**src/rtl/stack_controller.sv**
```systemverilog
// Instruction sequencer for the 64-entry register stack: turns stack-machine opcodes into stackOP/w commands.
// Define STACK_CTL_CHECK_EN to block underflow/overflow and raise the sticky err_under/err_over flags.
module stack_controller #(
  parameter int DEPTH = 64
) (
  input  logic        clk,
  input  logic        reset,
  input  logic        instr_valid,
  output logic        instr_ready,
  input  logic [3:0]  instr_op,
  input  logic [15:0] instr_imm,
  input  logic [15:0] a,
  input  logic [15:0] b,
  output logic [2:0]  stackOP,
  output logic [15:0] w,
  output logic [6:0]  depth,
  output logic        busy,
  output logic        err_under,
  output logic        err_over
);

  localparam logic [3:0] OP_NOP   = 4'd0;
  localparam logic [3:0] OP_PUSHI = 4'd1;
  localparam logic [3:0] OP_ADD   = 4'd2;
  localparam logic [3:0] OP_SUB   = 4'd3;
  localparam logic [3:0] OP_DROP  = 4'd4;
  localparam logic [3:0] OP_DROP2 = 4'd5;
  localparam logic [3:0] OP_SWAP  = 4'd6;
  localparam logic [3:0] OP_DUP   = 4'd7;
  localparam logic [3:0] OP_OVER  = 4'd8;
  localparam logic [3:0] OP_DUP2  = 4'd9;
  localparam logic [3:0] OP_ROT   = 4'd10;

  localparam logic [2:0] CMD_NONE = 3'd0;
  localparam logic [2:0] CMD_PUSH = 3'd1;
  localparam logic [2:0] CMD_REPL = 3'd2;
  localparam logic [2:0] CMD_POP  = 3'd3;
  localparam logic [2:0] CMD_POP2 = 3'd4;
  localparam logic [2:0] CMD_SWAP = 3'd5;

  localparam logic [6:0] DEPTH_7 = 7'(DEPTH);

  typedef enum logic [2:0] {
    S_IDLE,
    S_DUP2_B,
    S_ROT_2,
    S_ROT_3,
    S_ROT_4
  } state_t;

  state_t      state_q, state_d;
  logic [2:0]  op_q, op_d;
  logic [15:0] w_q, w_d;
  logic [6:0]  depth_q, depth_d;
  logic [15:0] t_q, t_d;

  // First-cycle decode of the presented instruction
  logic [2:0]  dec_cmd;
  logic [15:0] dec_w;
  logic [6:0]  dec_depth;
  state_t      dec_next;
  logic        dec_capture;

  function automatic logic [6:0] depth_inc(input logic [6:0] d);
    return (d >= DEPTH_7) ? DEPTH_7 : d + 7'd1;
  endfunction

  function automatic logic [6:0] depth_dec(input logic [6:0] d);
    return (d == 7'd0) ? 7'd0 : d - 7'd1;
  endfunction

  always_comb begin
    dec_cmd     = CMD_NONE;
    dec_w       = w_q;
    dec_depth   = depth_q;
    dec_next    = S_IDLE;
    dec_capture = 1'b0;
    case (instr_op)
      OP_PUSHI: begin
        dec_cmd   = CMD_PUSH;
        dec_w     = instr_imm;
        dec_depth = depth_inc(depth_q);
      end
      OP_ADD: begin
        dec_cmd   = CMD_REPL;
        dec_w     = b + a;
        dec_depth = depth_dec(depth_q);
      end
      OP_SUB: begin
        dec_cmd   = CMD_REPL;
        dec_w     = b - a;
        dec_depth = depth_dec(depth_q);
      end
      OP_DROP: begin
        dec_cmd   = CMD_POP;
        dec_depth = depth_dec(depth_q);
      end
      OP_DROP2: begin
        dec_cmd   = CMD_POP2;
        dec_depth = depth_dec(depth_dec(depth_q));
      end
      OP_SWAP: dec_cmd = CMD_SWAP;
      OP_DUP: begin
        dec_cmd   = CMD_PUSH;
        dec_w     = a;
        dec_depth = depth_inc(depth_q);
      end
      OP_OVER: begin
        dec_cmd   = CMD_PUSH;
        dec_w     = b;
        dec_depth = depth_inc(depth_q);
      end
      OP_DUP2: begin
        dec_cmd   = CMD_PUSH;
        dec_w     = b;
        dec_depth = depth_inc(depth_q);
        dec_next  = S_DUP2_B;
      end
      OP_ROT: begin
        dec_cmd     = CMD_POP;
        dec_depth   = depth_dec(depth_q);
        dec_next    = S_ROT_2;
        dec_capture = 1'b1;
      end
      default: dec_cmd = CMD_NONE;
    endcase
  end

`ifdef STACK_CTL_CHECK_EN
  logic [2:0] need_min;
  logic [1:0] need_room;
  logic       chk_under;
  logic       chk_over;
  logic       err_under_q, err_under_d;
  logic       err_over_q, err_over_d;

  // Whole-instruction depth requirement, checked once at acceptance
  always_comb begin
    need_min  = 3'd0;
    need_room = 2'd0;
    case (instr_op)
      OP_PUSHI: need_room = 2'd1;
      OP_ADD, OP_SUB, OP_DROP2, OP_SWAP: need_min = 3'd2;
      OP_DROP: need_min = 3'd1;
      OP_DUP: begin
        need_min  = 3'd1;
        need_room = 2'd1;
      end
      OP_OVER: begin
        need_min  = 3'd2;
        need_room = 2'd1;
      end
      OP_DUP2: begin
        need_min  = 3'd2;
        need_room = 2'd2;
      end
      OP_ROT: need_min = 3'd3;
      default: need_min = 3'd0;
    endcase
  end

  assign chk_under = depth_q < {4'd0, need_min};
  assign chk_over  = ({1'b0, depth_q} + {6'd0, need_room}) > {1'b0, DEPTH_7};
`endif

  always_comb begin
    state_d = state_q;
    op_d    = CMD_NONE;
    w_d     = w_q;
    depth_d = depth_q;
    t_d     = t_q;
`ifdef STACK_CTL_CHECK_EN
    err_under_d = err_under_q;
    err_over_d  = err_over_q;
`endif
    case (state_q)
      S_IDLE: begin
        if (instr_valid) begin
`ifdef STACK_CTL_CHECK_EN
          if (chk_under) begin
            err_under_d = 1'b1;
          end else if (chk_over) begin
            err_over_d = 1'b1;
          end else
`endif
          begin
            op_d    = dec_cmd;
            w_d     = dec_w;
            depth_d = dec_depth;
            state_d = dec_next;
            if (dec_capture) t_d = a;
          end
        end
      end
      S_DUP2_B: begin
        // After the first push the original top has moved down into b
        op_d    = CMD_PUSH;
        w_d     = b;
        depth_d = depth_inc(depth_q);
        state_d = S_IDLE;
      end
      S_ROT_2: begin
        op_d    = CMD_SWAP;
        state_d = S_ROT_3;
      end
      S_ROT_3: begin
        op_d    = CMD_PUSH;
        w_d     = t_q;
        depth_d = depth_inc(depth_q);
        state_d = S_ROT_4;
      end
      S_ROT_4: begin
        op_d    = CMD_SWAP;
        state_d = S_IDLE;
      end
      default: state_d = S_IDLE;
    endcase
  end

  always_ff @(posedge clk) begin
    if (reset) begin
      state_q <= S_IDLE;
      op_q    <= CMD_NONE;
      w_q     <= 16'd0;
      depth_q <= 7'd0;
      t_q     <= 16'd0;
    end else begin
      state_q <= state_d;
      op_q    <= op_d;
      w_q     <= w_d;
      depth_q <= depth_d;
      t_q     <= t_d;
    end
  end

`ifdef STACK_CTL_CHECK_EN
  always_ff @(posedge clk) begin
    if (reset) begin
      err_under_q <= 1'b0;
      err_over_q  <= 1'b0;
    end else begin
      err_under_q <= err_under_d;
      err_over_q  <= err_over_d;
    end
  end

  assign err_under = err_under_q;
  assign err_over  = err_over_q;
`else
  assign err_under = 1'b0;
  assign err_over  = 1'b0;
`endif

  assign instr_ready = (state_q == S_IDLE);
  assign busy        = ~instr_ready;
  assign stackOP     = op_q;
  assign w           = w_q;
  assign depth       = depth_q;

endmodule

```
**config.mk**
```make
export PLATFORM = sky130hd
export DESIGN_NAME = stack_controller
export DESIGN_NICKNAME = d
export VERILOG_FILES = /design/src/rtl/stack_controller.sv
export SDC_FILE = /design/constraint.sdc
export NUM_CORES = 1
export LEC_CHECK = 0
export CELL_PAD_IN_SITES_DETAIL_PLACEMENT = 0
export CELL_PAD_IN_SITES_GLOBAL_PLACEMENT = 1
export CORE_UTILIZATION = 42
export CTS_BUF_LIST = sky130_fd_sc_hd__clkbuf_4 sky130_fd_sc_hd__clkbuf_8
export CTS_CLUSTER_DIAMETER = 100
export DETAILED_ROUTE_END_ITERATION = 6
export GPL_ROUTABILITY_DRIVEN = 0
export PLACE_DENSITY = 0.87
export SYNTH_ARGS = -nofsm -noshare
export SYNTH_HDL_FRONTEND = slang
export SYNTH_SLANG_ARGS = --single-unit
```
**constraint.sdc**
```tcl
create_clock -name clk -period 8.9 [get_ports clk]
set_input_delay 2.67 -clock clk [delete_from_list [all_inputs] [get_ports clk]]
set_output_delay 2.67 -clock clk [all_outputs]
set_load 0.01 [all_outputs]
```
Word level (Yosys, flattened, before mapping)
Index checks and enable logic that the tools add are counted.
{"block": "word_totals", "regBits": 45, "latch_bits": 0, "mem_bits_rw": 0, "mem_bits_ro": 0, "input_bits": 55, "output_inout_bits": 30, "wordCells": 60, "memories": 0}
{"block": "op_classes", "add_sub_neg": 5, "n_mul": 0, "div": 0, "magnitude_cmp": 1, "eq_ne": 17, "shift": 0, "n_mux": 16, "bitwise_logic": 1, "reduce_logical": 15}
{"cell": "case mux 16 bit (5 select lines)", "count": 1}
{"cell": "case mux 16 bit (3 select lines)", "count": 1}
{"cell": "two-way mux 7 bit", "count": 4}
{"cell": "case mux 7 bit (3 select lines)", "count": 1}
{"cell": "case mux 3 bit (3 select lines)", "count": 2}
{"cell": "adder 16 bit", "count": 1}
{"cell": "== test 4 x 3 -> 1 bit (second input constant)", "count": 4}
{"cell": "two-way mux 16 bit", "count": 1}
{"cell": "subtractor 16 bit", "count": 1}
{"cell": "case mux 3 bit (5 select lines)", "count": 1}
{"cell": "logical NOT 7 bit", "count": 2}
{"cell": "case mux 7 bit (2 select lines)", "count": 1}
{"cell": "subtractor 7 x 1 -> 7 bit (second input constant)", "count": 2}
{"cell": "== test 4 bit (second input constant)", "count": 3}
{"cell": "OR reduction 2 bit", "count": 5}
{"cell": "AND reduction 3 bit", "count": 3}
{"cell": "== test 4 x 2 -> 1 bit (second input constant)", "count": 2}
{"cell": "OR reduction 4 bit", "count": 2}
{"cell": "adder 7 x 1 -> 7 bit (second input constant)", "count": 1}
{"cell": ">= comparator 7 bit (second input constant)", "count": 1}
{"cell": "== test 3 x 2 -> 1 bit (second input constant)", "count": 2}
{"cell": "two-way mux 3 bit", "count": 2}
{"cell": "inequality test 6 x 2 -> 1 bit (second input constant)", "count": 1}
{"cell": "== test 4 x 1 -> 1 bit (second input constant)", "count": 1}
{"cell": "10 further kinds", "count": 10}

Logic depth before layout (Yosys ltp)
Gate-level depths: netlist of run 1.
{"block": "logic_depth", "word_depth": 7, "ltp_mapped": 13, "mapped_depth_nobuf": 13}

Least setup slack after synthesis of run 1
No wires, ideal clock.
{"block": "synth_path", "path_type": "input to register", "start": "input a[2]", "end": "register w_q[15] (netlist: w[15])", "setup_ps": 134, "arrival_ps": 5327, "required_ps": 8766, "path_slack_ps": 3440, "stages": 12, "path_buffers": 1, "cell_sequence": "clkbuf_1 nor4_2 nand2_1 o41ai_1 xor2_1 ha_1 and2_1 a221o_1 a31o_1 a311oi_1 xnor2_1 o22ai_1"}
{"block": "synth_between", "elab_chain_cells": 4, "word_cells_on_any_way": 5, "classes_between": "add/sub (2); mux (3)"}
{"item": "from (decl)", "line": "12", "rtl": "input logic [15:0] a,"}
{"item": "subtractor 16 bit / adder 16 bit (equally long branches)", "line": "91, 86"}
{"item": "case mux 16 bit (5 select lines) (*)", "line": "78", "rtl": "case (instr_op)"}
{"item": "two-way mux 16 bit (*)", "line": "178", "rtl": "if (instr_valid) begin"}
{"item": "case mux 16 bit (3 select lines) (*)", "line": "176", "rtl": "case (state_q)"}
{"item": "to (signal assigned)", "line": "230", "rtl": "w_q <= w_d;"}
{"item": "to (decl)", "line": "53", "rtl": "logic [15:0] w_q, w_d;"}
Mark *: on every way between the ends. The rest lies on a longest branch, timed or not. The select of a mux whose other input is x is not followed.
A chain may end at the register's enable or synchronous reset.

Final worst setup path of run 1
{"block": "layout_path", "start": "input instr_op[2]", "end": "register w_q[15] (netlist: w[15])"}
{"block": "layout_between", "elab_chain_cells": 5, "word_cells_on_any_way": 12, "classes_between": "eq/ne (7); mux (3); reduce/logical (2)"}
{"item": "from (decl)", "line": "10", "rtl": "input logic [3:0] instr_op,"}
{"item": "== test 4 bit", "line": "78"}
{"item": "OR reduction 2 bit (no source line)"}
{"item": "case mux 16 bit (5 select lines)", "line": "78"}
{"item": "two-way mux 16 bit", "line": "178"}
{"item": "case mux 16 bit (3 select lines)", "line": "176"}
Several ways; a longest one is shown, not always the timed one. The select of a mux whose other input is x is not followed.

==> impl_results.md, run 1 <==
* Outcome: finished, final reports clean
* Worst r2r src: depth[0]
* Async SR Flop Fraction at 0%
* Clock Tree Buf Depth at 2
* Row cnt at 36
* Period utilization at 67.5%
* Quantity of gates resized following cts at 0
* Ports at 85
* Drt pass-1 iters at 6
* I/O Buffers at 82
* Hold path cells at 2
* HPWL after detailed placement at a little over 10000 um
* Worst Min Path Start: t_q[5]
* Number of remaining DRC errors at 0
* Die area at about 11000 um^2
* GR Overflow Total at 0
* PwrDens at between 150 and 200 nW/um^2
* Syn-to-layout area delta at 20.8%
* Worst-Margin Slew at a little over 1000 ps
* First-pass GRT wire length at between 20000 and 25000 um
* Vias at about 4700
* Slew Viols, Final at 0
* Maxcap violations at 0
* CTS Buf Count at 5
* Flop2flop setup slack at between 6000 and 7000 ps
* Vias in the first global route at about 4400
* Post-route ant nets at 0
* Mapped cell area at about 4300 um^2
* RSZ-0062 raised after global routing: no
* # nets final at roughly 700
* Min-Delay Path Class: reg2reg
* FF+latch count, synth at 45
* Yosys Warn Count at 0
* Final WL at approximately 14000 um
* Root buf cell: clkbuf_8
* Slew HR at a little under a third
* Crit end category: register
* Clock Latency Late Sink at 310 ps
* Data required time at the worst endpoint at 9070 ps
* Leak at ~1.9 nW
* Final hold violation count at 0
* Startpoint types: input pin
* Pin count of the biggest net entering global routing at 44
* WP data arrival at 6180 ps
* Clk slew on worst S/H paths at around 90 ps
* Synth top area cells: dfxtp_1 (21%), nand2_1 (5.9%), ha_1 (5.8%)
* Max VDD drop at ~0.13 mV
* WS Path Type: in2reg
* EDFF count, synth at 0
* Final-report setup violation count at 0
* Core area at a little under 10000 um^2
* Sequential share of the synthesized area at a little over a fifth
* Fin worst setup slack at 2890 ps
* Die Ht at ~100 um
* Total global-route track usage at a little over a quarter
* Iteration-0 DRC Markers at between 200 and 300
* Clock sink count at 45
* Vias/cell at 6.20
* Pwr Total at roughly 0.85 mW
* Htree depth at 2
* Synthesized area per cell at roughly 7.6 um^2
* Antenna violations before repair at 0
* Mean routed wirelength per cell at roughly 19 um
* RR Endpoint: depth[4]
* Diode count at 0
* Cells after Synth at 570
* Most frequent cells after synthesis: nand2_1 (68), a21oi_1 (46), dfxtp_1 (45)
* Yosys cell types at 85
* Horiz. Die Dim at slightly above 100 um
* Fin Clk Skew at 10.7 ps
* Share of cells above drive strength 1 at ~6.3%
* CTS Hold Buffers Added at 0
* Most frequent cell after synthesis: nand2_1
* Setup TNS Final at 0 ps
* Top_reg_cell synth: dfxtp_1
* Fin crit period at 6010 ps
* Effective utilization at floorplan at 43.8%
* R2R cell count at 10
* Area leader, netlist: dfxtp_1
* Synth top area share at a little over a fifth
* Postcts setup bufs at 0
* CTS tree: done
* Hold Crit Endpoint: t_q[5]
* Fmax at roughly 0.17 GHz
* Crit Path Max Fanout at 18
* Setup slack at placement at ~2600 ps
==> metal layers <==
metal  wire length, um  global-route usage [%]  part of all wire [%]
met4               299                    8.23                   2.1
met3               979                    1.81                   6.9
met2              6910                    47.1                    49
met5                 0                       0                     0
met1              5980                    35.6                    42
==> cells by family after synthesis <==
| family | Yosys count | synth area share [%] |
|---|---|---|
| muxes | 15 | 3.53 |
| adders and majority gates | 21 | 6.25 |
| other | 1 | 0.0867 |
| AOI/OAI and AO/OA | 203 | 34.0 |
| buffers and inverters | 60 | 6.51 |
| DFF | 45 | 20.8 |
| and+or+nand+nor | 200 | 23.6 |
| xor gates and xnor gates | 25 | 5.24 |
==> cell type report <==
| class | instances | area [um^2] |
|---|---|---|
| clock buffers | 6 | 76.3 |
| clock inverters | 2 | 10.0 |
| fillers | 964 | 4640 |
| inverters | 17 | 63.8 |
| multi-input cells | 466 | 3150 |
| flip-flops and latches | 45 | 901 |
| well taps | 133 | 166 |
| repair buffers | 87 | 858 |
==> flip-flops by register name, indices dropped and copies added (netlist names) <==
signal / count
depth: 7
stackOP: 3
state_q: 3
t_q: 16
w: 16
==> power by group <==
| part | total, mW | internal, mW | leakage (nW) | switching, mW |
|---|---|---|---|---|
| combinational | 0.471 | 0.211 | 1.48 | 0.261 |
| clock | 0.136 | 0.0578 | 0.0484 | 0.0785 |
| sequential | 0.247 | 0.217 | 0.366 | 0.0304 |
| total | 0.855 | 0.485 | 1.89 | 0.369 |
==> metrics by stage <==
stage                     utilization [%]  hold slack, ps  instance area (um^2)  instances
after floorplan                         -             432                  4330        571
after global placement               52.1             439                  5140        748
after detailed placement             52.1             445                  5140        748
after CTS                            52.9             458                  5220        756
after global routing                 52.9             477                  5220        756
final                                52.9             458                  5220        756
==> worst max path at each step <==
stage	to	from	slack (ps)
after floorplan	w[15]	a[2]	3440
after global routing	w[14]	instr_op[2]	2660
after detailed placement	w[15]	instr_op[2]	2630
after global placement	w[15]	instr_op[2]	2710
final	w[15]	instr_op[2]	2890
after CTS	w[15]	instr_op[2]	2940
==> layout by cell type (no fill, tap or decap), drive strengths merged, types with 8 or more instances in the layout <==
master and n:
clkdlybuf4s50 82, nand2 68, a21oi 49, dfxtp 45, nor2 36, o21ai 32
ha 20, inv 16, nand3 16, xnor2 14, nor3 13, mux2i 13
a221oi 12, a211oi 12, a21o 11, xor2 11, a31oi 10, nor2b 10
a311oi 9, nor4 8
==> critical path, stage by stage <==
cell and delay [ps]:
clkdlybuf4s50_1 760, nor2_1 320, nand3_1 340, o41ai_1 200
xor2_1 210, ha_1 320, and2_1 190, a221o_1 380
a31o_1 210, a311oi_1 330, xnor2_1 160, o22ai_1 90
Note: power is estimated with default switching activity, not from simulation.
==> inputs of run 2 (changes only) <==
--- a/config.mk
+++ b/config.mk
@@ -7,12 +7,12 @@
 export LEC_CHECK = 0
 export CELL_PAD_IN_SITES_DETAIL_PLACEMENT = 0
 export CELL_PAD_IN_SITES_GLOBAL_PLACEMENT = 1
-export CORE_UTILIZATION = 42
+export CORE_UTILIZATION = 39
 export CTS_BUF_LIST = sky130_fd_sc_hd__clkbuf_4 sky130_fd_sc_hd__clkbuf_8
 export CTS_CLUSTER_DIAMETER = 100
 export DETAILED_ROUTE_END_ITERATION = 6
 export GPL_ROUTABILITY_DRIVEN = 0
-export PLACE_DENSITY = 0.87
+export PLACE_DENSITY = 0.82
 export SYNTH_ARGS = -nofsm -noshare
 export SYNTH_HDL_FRONTEND = slang
 export SYNTH_SLANG_ARGS = --single-unit
==> constraint.sdc (replaced) <==
create_clock -name clk -period 6.25 [get_ports clk]
set_input_delay 1.875 -clock clk [delete_from_list [all_inputs] [get_ports clk]]
set_output_delay 1.875 -clock clk [all_outputs]
set_load 0.01 [all_outputs]
==> run 2 against run 1 <==
Via count is 0.21% lower. Sequential share of layout area is 0.11 points lower. Clock power is 44% higher. Power is 43% higher. Count of clock-buffer cells in the layout stayed put. Register-to-register slack worse by 2600 ps.
==> impl_results.md, run 2 (same netlist as run 1, synthesis figures left out) <==
* Mean routed wirelength per cell at approximately 19 um
* Commonest non-fill, non-tap cell in the layout: clkdlybuf4s50_1
* Vias in the first global route at 4473
* Max VDD drop at around 0.15 mV
* Startpoint types: input pin
* CP Cell Sequence: clkdlybuf4s50_1 > nor2_1 > nand3_1 > o21ai_0 > inv_1 > ha_1 > nor2b_1 > o31ai_1 > o21ai_0 > a221oi_1 > xor2_1 > o31ai_1
* Total global-route track usage at 25.2%
* Slew HR at between 30% and 40%
* Crit end category: register
* Iteration-0 DRC Markers at 380
* Setup slack at placement at 868 ps
* Diode count at 0
* Ports at 85
* Cells after DPL at around 760
* GR Overflow Total at 0
* Fin worst setup slack at around 1100 ps
* Max stage delay on crit path at approximately 650 ps
* Fin Clk Skew at 14.6 ps
* Final Util at 48.5%
* CTS tree: done
* Post-route ant nets at 0
* Layout Cells excl Fill at about 770
* RSZ-0062 raised after global routing: no
* I/O Buffers at 82
* Die area at about 12000 um^2
* Postcts setup bufs at 0
* Fmax at approximately 0.20 GHz
* Vias/cell at around 6.1
* Horiz. Die Dim at roughly 110 um
* Antenna violations before repair at 0
* Crit Path Max Fanout at 14
* Pin count of the biggest net entering global routing at between 40 and 50
* Clock Tree Buf Depth at 2
* Effective utilization at floorplan at approximately 40%
* CP bufs+invs at 2
* Area of the multi-input gates at between 3000 and 4000 um^2
* Slew Viols, Final at 0
* Final-report setup violation count at 0
* Htree depth at 2
* Drt pass-1 iters at 6
* First-pass GRT wire length at 22900 um
* Min-Delay Path Class: reg2reg
* Filler cell count in the final layout at 1086
* Number of remaining DRC errors at 0
* Maxcap violations at 0
* Register Area at ~900 um^2
* Commonest cells after routing, fill and taps aside: clkdlybuf4s50_1 (82), nand2_1 (68), a21oi_1 (46)
* Data required time at the worst endpoint at approximately 6500 ps
* Clock sink count at 45
* CP max-delay cell: clkdlybuf4s50_1
* WS Path Type: in2reg
* Syn-to-layout area delta at 21.6%
* HPWL after detailed placement at between 10000 and 15000 um
* PwrDens at between 200 and 250 nW/um^2
* Outcome: finished, final reports clean
* Quantity of gates resized following cts at 0
* Die Ht at ~110 um
* Root buf cell: clkbuf_8
* WP data arrival at 5360 ps
* Fin crit period at about 5100 ps
* CTS Hold Buffers Added at 0
* Leak at ~1.9 nW
* Final hold violation count at 0
* Delay-heaviest family, CP: compound AO/OA/AOI/OAI gates
* Period utilization at 82.0%
* Share of cells above drive strength 1 at between 6 and 7%
* Vias at 4676
* Row cnt at 38
* CTS Buf Count at 5
* Clock Latency Late Sink at 320 ps
* # nets final at 701
* Clk slew on worst S/H paths at about 100 ps
* Core area at approximately 11000 um^2
* Worst-Margin Slew at 1020 ps
* Setup TNS Final at 0 ps
* Final WL at 14300 um
run 2: final cells by class:
| cell class | count | share of cell area (%) |
|---|---|---|
| Tap cell | 140 | 3.33 |
| Multi-Input combinational cell | 466 | 59.9 |
| Timing Repair Buffer | 90 | 16.8 |
| Clock buffer | 6 | 1.45 |
| Sequential cell | 45 | 17.1 |
| Inverter | 17 | 1.21 |
| Clock inverter | 2 | 0.190 |
run 2: worst paths after layout:
path                            slack, ps       end  cells after the start        start
worst min-delay path                  460   t_q[15]                      2      t_q[15]
worst min register to register        460   t_q[15]                      2      t_q[15]
worst max-delay path                 1120     w[11]                     12  instr_op[3]
worst max register to register       3590  depth[4]                     10     depth[0]
run 2: where the power goes:
part           internal (mW)  leakage (nW)  total (mW)  switching [mW]
combinational          0.302          1.49       0.674           0.371
sequential             0.309         0.366       0.351          0.0427
clock                 0.0824        0.0484       0.196           0.114
total                  0.693          1.90        1.22           0.528
run 2: metrics by stage:
stage | hold slack [ps] | instance area, um^2 | power (mW)
after floorplan | 432 | 4330 | 0.832
after global placement | 440 | 5170 | 1.01
after detailed placement | 447 | 5170 | 1.02
after CTS | 459 | 5260 | 1.21
after global routing | 481 | 5260 | 1.31
final | 459 | 5260 | 1.22
run 2: tightest hold or removal path, delay by kind of cell, from the launching register on:
| kind | cells | cell delay [ps] |
|---|---|---|
| flip-flops | 1 | 320 |
| AND/OR/NAND/NOR | 1 | 50 |
| AO/OA/AOI/OAI | 1 | 50 |
run 2: per-layer routing:
| layer | vias up | share of wire, % | track usage, % |
|---|---|---|---|
| met2 | 201 | 44 | 39.6 |
| met3 | 23 | 7.4 | 3.51 |
| li1 | 2258 | - | - |
| met1 | 2194 | 47 | 35.2 |
| met5 | - | 0 | 0 |
| met4 | 0 | 1.9 | 8.61 |
==> inputs of run 3 (changes only) <==
--- a/config.mk
+++ b/config.mk
@@ -7,12 +7,12 @@
 export LEC_CHECK = 0
 export CELL_PAD_IN_SITES_DETAIL_PLACEMENT = 0
 export CELL_PAD_IN_SITES_GLOBAL_PLACEMENT = 1
-export CORE_UTILIZATION = 39
+export CORE_UTILIZATION = 35
 export CTS_BUF_LIST = sky130_fd_sc_hd__clkbuf_4 sky130_fd_sc_hd__clkbuf_8
 export CTS_CLUSTER_DIAMETER = 100
 export DETAILED_ROUTE_END_ITERATION = 6
 export GPL_ROUTABILITY_DRIVEN = 0
-export PLACE_DENSITY = 0.82
+export PLACE_DENSITY = 0.77
 export SYNTH_ARGS = -nofsm -noshare
 export SYNTH_HDL_FRONTEND = slang
 export SYNTH_SLANG_ARGS = --single-unit
==> constraint.sdc (replaced) <==
create_clock -name clk -period 4.12 [get_ports clk]
set_input_delay 1.236 -clock clk [delete_from_list [all_inputs] [get_ports clk]]
set_output_delay 1.236 -clock clk [all_outputs]
set_load 0.01 [all_outputs]
==> run 3 against run 2 <==
Final cell count grew 9.3%. Hold slack lost 1.9 ps. Count of clock-buffer cells in the layout rose by 1. Via count is 6.5% higher. Critical path depth increased by 1.
==> impl_results.md, run 3 (same netlist as run 1, synthesis figures left out) <==
* Clock power frac at 16.5%
* I/O Buffers at between 80 and 90
* M2 GR Usage at between 40% and 50%
* Clock sink count at 45
* RR Endpoint: depth[4]
* Maxcap violations at 0
* Drt pass-1 iters at 5
* Max VDD drop at 0.169 mV
* Syn-to-layout area delta at 34.5%
* Horiz. Die Dim at about 110 um
* Share of cells above drive strength 1 at ~17%
* Slew HR at approximately 46%
* Ports at 85
* Met3 GRT Util at about 2.7%
* Clk slew on worst S/H paths at about 90 ps
* Worst Min Path Start: t_q[5]
* Period utilization at between 90% and 100%
* CTS tree: done
* Clock Tree Buf Depth at 2
* RSZ-0062 raised after global routing: yes
* GR Overflow Total at 0
* Post-route ant nets at 0
* Seq pwr share at between 20 and 30%
* Pwr Total at 1.97 mW
* PwrDens at between 300 and 400 nW/um^2
* Die area at between 10000 and 15000 um^2
* Startpoint types: input pin
* Leak at approximately 2.2 nW
* Min-Delay Path Class: reg2reg
* Fin crit period at 3990 ps
* Crit end category: register
* Internal power at 1.13 mW
* Fmax at about 0.25 GHz
* Worst r2r src: depth[0]
* Mean routed wirelength per cell at approximately 19 um
* Grt peak-use layer: met2
* Hold path cells at 2
* Hold Crit Endpoint: t_q[5]
* Slew Viols, Final at 0
* Postcts setup bufs at 0
* Final Util at 48.4%
* WS Path Type: in2reg
* Crit Path Max Fanout at 4
* HPWL after detailed placement at ~12000 um
* Outcome: finished, final reports clean
* Setup TNS Final at 0 ps
* Psw at ~0.83 mW
* Commonest cells after routing, fill and taps aside: clkdlybuf4s50_1 (82), buf_4 (72), nand2_1 (67)
* Final hold violation count at 0
* Antenna violations before repair at 0
* R2R cell count at 10
* Data required time at the worst endpoint at 4310 ps
* Total global-route track usage at ~25%
* Vias in the first global route at a little under 5000
* Cells after DPL at approximately 830
* WP data arrival at roughly 4200 ps
* Htree depth at 2
* # nets final at approximately 770
* Number of remaining DRC errors at 0
* Fin Clk Skew at 11.6 ps
* Root buf cell: clkbuf_8
* Core area at between 10000 and 15000 um^2
* Worst-Margin Slew at approximately 800 ps
* Clock Latency Late Sink at 320 ps
* Row cnt at 40
* Grt met1 use at around a third
* Commonest non-fill, non-tap cell in the layout: clkdlybuf4s50_1
* Min Hold Slack at around 460 ps
* Switching Share at ~42%
* Effective utilization at floorplan at between 30% and 40%
* Final WL at approximately 16000 um
* Pin count of the biggest net entering global routing at 43
* Flop2flop setup slack at between 1000 and 1500 ps
* Vias at about 5000
* First-pass GRT wire length at roughly 25000 um
* Diode count at 0
* Iteration-0 DRC Markers at approximately 400
* Comb power frac at a little under three fifths
* Layout Cells excl Fill at between 800 and 900
* Vias/cell at 5.95
* CTS Hold Buffers Added at 0
* Die Ht at 113 um
* CTS Buf Count at 5
* Final-report setup violation count at 0
run 3: cell types whose count changed in the layout (fill, tap and decap cells not counted), moves of 2 or more:
cell	change
buf_4	+64
a311oi_1	-2
a311oi_2	+2
clkbuf_8	+2
o21ai_0	-2
o21ai_1	+2
o41ai_1	-2
o41ai_2	+2
run 3: timing repair:
action,CTS,global route
endpoints found under the hold margin,0,0
setup endpoints to repair,2,6
gates cloned,0,0
pin swaps,0,2
gates resized for setup,1,12
run 3: final cells by class:
class                           count  area (um^2)
Inverter                           17         63.8
Sequential cell                    45          901
Clock buffer                        7         96.3
Clock inverter                      1         5.00
Multi-Input combinational cell    466         3200
Fill cell                        1175         6200
Tap cell                          147          184
Timing Repair Buffer              154         1360
run 3: how the worst max path moves through the flow:
stage	startpoint	end	slack, ps
floorplan	a[2]	w[15]	90
global placement	a[2]	w[15]	-310
detailed placement	a[2]	w[15]	-350
CTS	a[2]	w[15]	30
global route	a[5]	w[15]	-30
finish	a[5]	w[15]	130
run 3: power by group through the flow:
| stage | Sequential (mW) | Combinational [mW] | Clock (mW) |
|---|---|---|---|
| global route | 0.543 | 1.21 | 0.344 |
| finish | 0.535 | 1.11 | 0.325 |
| global placement | 0.541 | 1.06 | 0 |
| detailed placement | 0.544 | 1.08 | 0 |
| CTS | 0.534 | 1.08 | 0.330 |
| floorplan | 0.517 | 0.745 | 0 |
run 3: worst max-delay path, stage by stage:
cell,delay (ps)
clkdlybuf4s50_1,460
nor4_4,340
buf_4,180
nand3_1,160
o41ai_2,310
xor2_1,190
ha_1,260
and4_1,190
and2_1,160
a31o_1,190
a311oi_2,250
xnor2_1,150
o22ai_1,90
run 3: metrics by stage:
step / worst slack [ps] / cell area [um^2]
floorplan: 93.6 / 4330
global placement: -308 / 5660
detailed placement: -354 / 5660
CTS: 30.5 / 5770
global route: -25.9 / 5810
finish: 128 / 5810
run 3: metal layers:
layer,up-vias,part of all wire [%]
met5,-,0
met4,0,2.4
met3,33,5.5
met2,187,47
met1,2380,45
li1,2382,-
